$ cat src/rtl/convo_accumulator.sv
// Accumulates signed Booth products for one convolution output y[n] and
// presents the sum on a valid/ready port; expected term count is derived from n.
module convo_accumulator #(
  parameter int PROD_W  = 16,
  parameter int ACC_W   = 20,
  parameter int IDX_W   = 4,
  parameter int SEQ_LEN = 8
) (
  input  logic              clk,
  input  logic              rst,
  input  logic              start,
  input  logic [IDX_W-1:0]  fr_lconvo,
  input  logic              prod_valid,
  input  logic [PROD_W-1:0] prod,
  output logic [ACC_W-1:0]  y_out,
  output logic [IDX_W-1:0]  y_idx,
  output logic              y_valid,
  input  logic              y_ready,
  output logic              busy,
  output logic              term_err,
  output logic              all_done
);

  // state | meaning
  // IDLE  | waiting for start
  // ACCUM | summing products until exp_terms have arrived
  // EMIT  | y_out/y_idx held valid until accepted
  typedef enum logic [1:0] {IDLE, ACCUM, EMIT} state_t;

  localparam int LAST_IDX = 2 * SEQ_LEN - 2;
  localparam int CNT_W    = $clog2(SEQ_LEN + 1);

  state_t            state_q, state_d;
  logic [ACC_W-1:0]  acc_q, acc_d, y_out_q, y_out_d;
  logic [ACC_W-1:0]  prod_ext, sum;
  logic [CNT_W-1:0]  term_cnt_q, term_cnt_d, exp_terms_q, exp_terms_d;
  logic [CNT_W-1:0]  cnt_next, start_terms;
  logic [IDX_W-1:0]  n_q, n_d, y_idx_q, y_idx_d;
  logic              y_valid_q, y_valid_d, busy_q, busy_d;
  logic              term_err_q, term_err_d, all_done_q, all_done_d;

  function automatic logic [CNT_W-1:0] terms_for(input logic [IDX_W-1:0] n);
    int ni;
    ni = int'(n);
    if (ni <= SEQ_LEN - 1)     return CNT_W'(ni + 1);
    else if (ni <= LAST_IDX)   return CNT_W'(2 * SEQ_LEN - 1 - ni);
    else                       return '0;
  endfunction

  assign prod_ext    = {{(ACC_W-PROD_W){prod[PROD_W-1]}}, prod};
  assign sum         = acc_q + prod_ext;
  assign cnt_next    = term_cnt_q + 1'b1;
  assign start_terms = terms_for(fr_lconvo);

  always_comb begin
    state_d     = state_q;
    acc_d       = acc_q;
    term_cnt_d  = term_cnt_q;
    exp_terms_d = exp_terms_q;
    n_d         = n_q;
    y_out_d     = y_out_q;
    y_idx_d     = y_idx_q;
    y_valid_d   = y_valid_q;
    all_done_d  = all_done_q;
    term_err_d  = 1'b0;

    unique case (state_q)
      IDLE: begin
        if (prod_valid) term_err_d = 1'b1;
        if (start) begin
          n_d         = fr_lconvo;
          acc_d       = '0;
          term_cnt_d  = '0;
          exp_terms_d = start_terms;
          if (fr_lconvo == '0) all_done_d = 1'b0;
          if (start_terms == '0) begin
            // Out-of-range index: emit a zero result so the writer still sees y[n].
            y_out_d    = '0;
            y_idx_d    = fr_lconvo;
            y_valid_d  = 1'b1;
            term_err_d = 1'b1;
            state_d    = EMIT;
          end else begin
            state_d = ACCUM;
          end
        end
      end
      ACCUM: begin
        if (start) term_err_d = 1'b1;
        if (prod_valid) begin
          acc_d      = sum;
          term_cnt_d = cnt_next;
          if (cnt_next == exp_terms_q) begin
            y_out_d   = sum;
            y_idx_d   = n_q;
            y_valid_d = 1'b1;
            state_d   = EMIT;
          end
        end
      end
      EMIT: begin
        if (start || prod_valid) term_err_d = 1'b1;
        if (y_ready) begin
          y_valid_d = 1'b0;
          state_d   = IDLE;
          if (y_idx_q == IDX_W'(LAST_IDX)) all_done_d = 1'b1;
        end
      end
      default: state_d = IDLE;
    endcase

    busy_d = (state_d != IDLE);
  end

  always_ff @(posedge clk or posedge rst) begin
    if (rst) begin
      state_q     <= IDLE;
      acc_q       <= '0;
      term_cnt_q  <= '0;
      exp_terms_q <= '0;
      n_q         <= '0;
      y_out_q     <= '0;
      y_idx_q     <= '0;
      y_valid_q   <= 1'b0;
      busy_q      <= 1'b0;
      term_err_q  <= 1'b0;
      all_done_q  <= 1'b0;
    end else begin
      state_q     <= state_d;
      acc_q       <= acc_d;
      term_cnt_q  <= term_cnt_d;
      exp_terms_q <= exp_terms_d;
      n_q         <= n_d;
      y_out_q     <= y_out_d;
      y_idx_q     <= y_idx_d;
      y_valid_q   <= y_valid_d;
      busy_q      <= busy_d;
      term_err_q  <= term_err_d;
      all_done_q  <= all_done_d;
    end
  end

  assign y_out    = y_out_q;
  assign y_idx    = y_idx_q;
  assign y_valid  = y_valid_q;
  assign busy     = busy_q;
  assign term_err = term_err_q;
  assign all_done = all_done_q;

endmodule
$ cat config.mk
export PLATFORM = sky130hd
export DESIGN_NAME = convo_accumulator
export DESIGN_NICKNAME = d
export VERILOG_FILES = /design/src/rtl/convo_accumulator.sv
export SDC_FILE = /design/constraint.sdc
export NUM_CORES = 1
export LEC_CHECK = 0
export BUFFER_PORTS_ARGS = -buffer_cell sky130_fd_sc_hd__buf_2
export CAP_MARGIN = 30
export CORE_MARGIN = 5
export CORE_UTILIZATION = 45
export CTS_CLUSTER_DIAMETER = 60
export DETAILED_ROUTE_END_ITERATION = 7
export PLACE_DENSITY = 0.66
export SLEW_MARGIN = 20
export SYNTH_ARGS = -nofsm -noshare
export SYNTH_HDL_FRONTEND = slang
export SYNTH_SLANG_ARGS = --single-unit
$ cat constraint.sdc
create_clock -name clk -period 2.2 [get_ports clk]
set_clock_uncertainty 0.05 [all_clocks]
set_input_delay 0.33 -clock clk [delete_from_list [all_inputs] [get_ports clk]]
set_output_delay 0.33 -clock clk [all_outputs]
set_load 0.01 [all_outputs]
# Yosys cells after proc, flatten, opt, wreduce, memory -nomap -nowiden
# Index checks and enable logic that the tools add are counted.
classes:
  add_sub_neg: 4
  order_cmp: 2
  n_eq_ne: 11
  n_mux: 41
  n_reduce_logical: 13
ops:
  columns: ["operator", "n"]
  rows:
  - ["20-bit two-way mux", 6]
  - ["20-bit case mux with 2 select lines", 2]
  - ["4-bit two-way mux", 8]
  - ["20-bit adder", 1]
  - ["4-bit case mux with 2 select lines", 2]
  - ["1-bit two-way mux", 14]
  - ["2-bit != test (second input constant)", 7]
  - ["2-bit two-way mux", 5]
  - ["5-bit AND reduction", 2]
  - ["4-bit by 1-bit adder with 4-bit output (second input constant)", 2]
  - ["4-bit zero test", 2]
  - ["1-bit case mux with 3 select lines", 2]
  - ["2-bit case mux with 3 select lines", 1]
  - ["6-bit AND reduction", 1]
  - ["2-bit nonzero test", 3]
  - ["4-bit equality test", 1]
  - ["4-bit equality test (second input constant)", 1]
  - ["4-bit by 3-bit less-or-equal comparator with 1-bit output (second input constant)", 1]
  - ["4-bit less-or-equal comparator (second input constant)", 1]
  - ["4-bit subtractor (first input constant)", 1]
  - ["3-bit AND reduction", 1]
  - ["3-bit nonzero test", 1]
  - ["2-bit by 1-bit equality test with 1-bit output (second input constant)", 1]
  - ["2-bit equality test (second input constant)", 1]
  - ["4 further kinds", 4]
word_totals:
  register_bits: 62
  input_bits: 25
  out_inout_bits: 28

# Depth between registers and ports, before layout
logic_depth:
  ltp_word: 8
  ltp_mapped: 10
  ltp_nobuf: 9

# Worst setup path after synthesis
# Ideal clock, no wire load.
synth_timing:
  kind: "register to register"
  from: "register acc_q[0]"
  to: "register acc_q[18]"
  setup_ns: 0.128
  t_arrival_ns: 2.221
  slack_ns: -0.199
  path_stages_with_launch: 10
  n_path_buf: 0
  path_cell_list: "dfrtp_1 -> ha_1 -> fa_1 -> a21oi_1 -> o21ai_0 -> a31oi_1 -> o21ai_0 -> a221o_1 -> xnor2_1 -> o21ai_0"
synth_via:
  elab_chain_cells: 3
synth_rtl:
  columns: ["element", "line_no", "text"]
  rows:
  - ["start: declaration", "34", "logic [ACC_W-1:0] acc_q, acc_d, y_out_q, y_out_d;"]
  - ["start signal: assignment", "118", "acc_q <= '0;"]
  - ["start signal: assignment", "130", "acc_q <= acc_d;"]
  - ["20-bit adder", "51", "assign sum = acc_q + prod_ext;"]
  - ["20-bit two-way mux", "90", "if (prod_valid) begin"]
  - ["20-bit case mux with 2 select lines", "67", "unique case (state_q)"]
# No other way between the ends. The select of a mux whose other input is x is not followed.
# A chain may end at the register's enable or synchronous reset.

# Worst setup path after layout
layout_timing:
  from: "register acc_q[1]"
  to: "register y_out_q[17] (netlist: y_out[17])"
layout_via:
  elab_chain_cells: 4
layout_rtl:
  columns: ["element", "line_no", "text"]
  rows:
  - ["20-bit adder", "51", null]
  - ["20-bit two-way mux", "93", "if (cnt_next == exp_terms_q) begin"]
  - ["20-bit two-way mux", "90", null]
  - ["20-bit case mux with 2 select lines", "67", null]
  - ["end signal: assignment", "134", "y_out_q <= y_out_d;"]
  - ["end: declaration", "34", null]
# No other way between the ends. The select of a mux whose other input is x is not followed.

==> results by group <==
Worst setup path
  – Worst path max stage delay: 0.42 ns
  – Worst-path cell chain: ha_1, a21o_1, nand4_1, a31oi_1, buf_4, o2111ai_2, or3b_4, xnor2_2, o31ai_1
  – Worst Setup End Kind: flip-flop
  – CP max-delay cell: or3b_4
  – Crit start category: flip-flop
  – CP arrival: 2.52 ns
  – Worst Setup Path Type: flip-flop to flip-flop
  – Required time worst endpoint: 2.40 ns
  – Crit path max fanout: 3
  – CP Buf/Inv Count: 1
  – Cell family with most CP delay: compound AO/OA/AOI/OAI gates

Timing
  – Fmax: about 430 MHz
  – Fin Setup TNS: -0.416 ns
  – Fin worst setup slack: -0.125 ns
  – Slew Limit Headroom: about 69%
  – Unrepaired setup endpoints after global routing: yes
  – Count of final setup violators: 8
  – Worst-Margin Slew: ~0.46 ns
  – Final max-slew violation count: 0
  – Final Hold Fails: 0
  – Min Clock Period, post-route: 2.33 ns
  – Final Cycle Share: 106%

Yosys
  – EDFF count, synth: 0
  – Syn. warnings: 0
  – Mean post-synth cell area: 9.15 um^2
  – Post-synth cell types: 51
  – Syn Inst Count: a little under 400
  – Syn Nets: 442
  – Top FF cell, synth: dfrtp_1
  – Netlist Area Pre-Place: 3610 um^2
  – Sequential fraction of the synthesis area: 43.0%
  – FFs w/ async S/R, synth: 100%
  – Yosys top cell area share: between 40% and 50%
  – Synth area leader: dfrtp_1
  – Synth top area cells: dfrtp_1 (43%), nand2_1 (8.1%), ha_1 (7.6%)
  – FF+latch count, synth: 62

Place
  – PortBufs: 52
  – DPL Wire Length: between 6 and 7 mm
  – GPL Wtd Cong: 0.931
  – Post-Place Cells: 596

Final layout
  – Most common cell after layout, fill and taps aside: nand2_1
  – Most frequent cells in the layout: nand2_1 (76), buf_4 (75), dfrtp_1 (62)
  – Final core utilization: 64.0%
  – Syn-to-layout area delta: 37.9%
  – Proportion of layout cells with a drive suffix above 1: 37.9%
  – # diodes: 0
  – FF/Latch Area: 1550 um^2
  – Non-filler cells in the finished layout: 622
  – # nets final: 563
  – Fillcell total: 655
  – Multi-input gate area: roughly 2200 um^2

Floorplan
  – Io pins: 53
  – Cell row count: 32
  – Die H: 99.5 um
  – Core footprint: 7770 um^2
  – Die area: 9900 um^2
  – Effective utilization at floorplan: roughly 46%
  – Chip width: 99.5 um

Run status
  – Failing checks: setup timing
  – Status: complete, but fails checks

Global routing
  – Total track usage: 19.6%
  – Grt total ovfl: 0
  – Initial antenna violation count: 0
  – First-pass GRT wire length: 15.8 mm
  – Largest net degree at the start of global routing: 44
  – Vias in the first global route: 3,345

Clocking
  – Maximum clock insertion buffer count: 2
  – Clock-pin slew on the worst setup and hold paths: 0.08 ns
  – Total CTS buffers: 9
  – Root Buffer: clkbuf_8
  – Skew-Pair Late Insertion Delay: 0.35 ns
  – Htree depth: 3
  – Clock sink count: slightly above 60
  – CTS tree: yes

Route
  – Drc violations: 0
  – Routed len/inst: 15.0 um
  – Drt pass-1 iters: 4
  – Total Wirelength: 9.33 mm
  – Vias/cell: 5.27
  – Iter 0 DRT Violations: 126
  – Vias: 3,278
  – ANT nets after route: 0

Flow run
  – Max-cap viol count: 0

Power
  – Pwr/cell area: ~1500 nW/um^2
  – Total leakage power: 2.40 nW
  – Worst vdd ir: 686 uV

Min path
  – Worst hold-check path type: primary input to flip-flop
-- sequential cells by signal, indices dropped and copies added, names as in the netlist --
register	cells
acc_q	20
all_done	1
y_out	20
n_q	4
busy	1
term_cnt_q	4
term_err	1
exp_terms_q	4
y_valid	1
y_idx	4
state_q	2
-- layer usage --
layer | global-route usage (%) | part of all wire, % | vias up
met5 | 0 | 0 | -
met4 | 6.30 | 0.69 | 0
met3 | 3.30 | 3.4 | 6
met2 | 33.6 | 50 | 55
met1 | 25.1 | 45 | 1577
li1 | - | - | 1640
-- power breakdown --
part / internal, mW / total [mW] / leakage, nW / switching [mW]
combinational: 2.19 / 4.52 / 1.53 / 2.33
clock: 0.524 / 1.03 / 0.0914 / 0.503
sequential: 1.63 / 1.97 / 0.781 / 0.343
-- stage by stage --
step | worst slack (ns) | power (mW) | hold slack [ns] | instance area [um^2]
finish | -0.125 | 7.52 | 0.176 | 4970
global route | -0.218 | 8.13 | 0.170 | 4970
CTS | -0.152 | 7.21 | 0.161 | 4800
detailed placement | -0.300 | 5.92 | 0.317 | 4450
global placement | -0.222 | 5.83 | 0.308 | 4450
floorplan | -0.0419 | 4.42 | 0.391 | 3640
-- area by class of cell --
type                    instances  share of cell area (%)
inverters                      10                   0.956
flip-flops and latches         62                    31.2
multi-input cells             303                    44.1
repair buffers                129                    17.2
clock buffers                   9                    2.49
well taps                     102                    2.57
clock inverters                 7                    1.51
-- synth_stat cells, types with 6 or more instances --
master / count
nor2_1: 18
a22o_1: 6
xor2_1: 8
a21oi_1: 27
mux2i_1: 6
clkbuf_1: 12
nand2_1: 78
ha_1: 22
dfrtp_1: 62
xnor2_1: 15
o21ai_0: 43
inv_1: 10
o31ai_1: 8
a21o_1: 9
-- worst paths after layout --
path,cells past startpoint,from,endpoint,slack [ns]
setup / recovery,9,acc_q[1],y_out[17],-0.13
hold / removal,2,prod_valid,state_q[0],0.18
setup reg to reg,9,acc_q[1],y_out[17],-0.13
hold reg to reg,2,n_q[0],n_q[0],0.43
max in group asynchronous,4,rst,y_out[14],1.02
min in group asynchronous,3,rst,y_out[3],0.49
-- logic make-up (layout without fill, tap and decap cells) --
family          count (synthesis)  count (layout)  share of synthesized area [%]
compound gates                118             118                           20.3
flops                          62              62                           43.0
buf+inv                        29             155                           3.61
xor+xnor                       23              23                           5.59
fa+ha+maj                      23              23                           8.19
mux                            10              10                           3.02
simple gates                  129             129                           16.2
-- what timing repair did --
action,4_1_cts,5_1_grt
hold endpoints to repair,19,0
pin swaps,11,15
cloned,0,0
resized for setup,24,27
setup buffers,3,6
endpoints found under the setup margin,13,36
hold buffers,1,0
No activity file was read; power rests on OpenSTA's default activity.
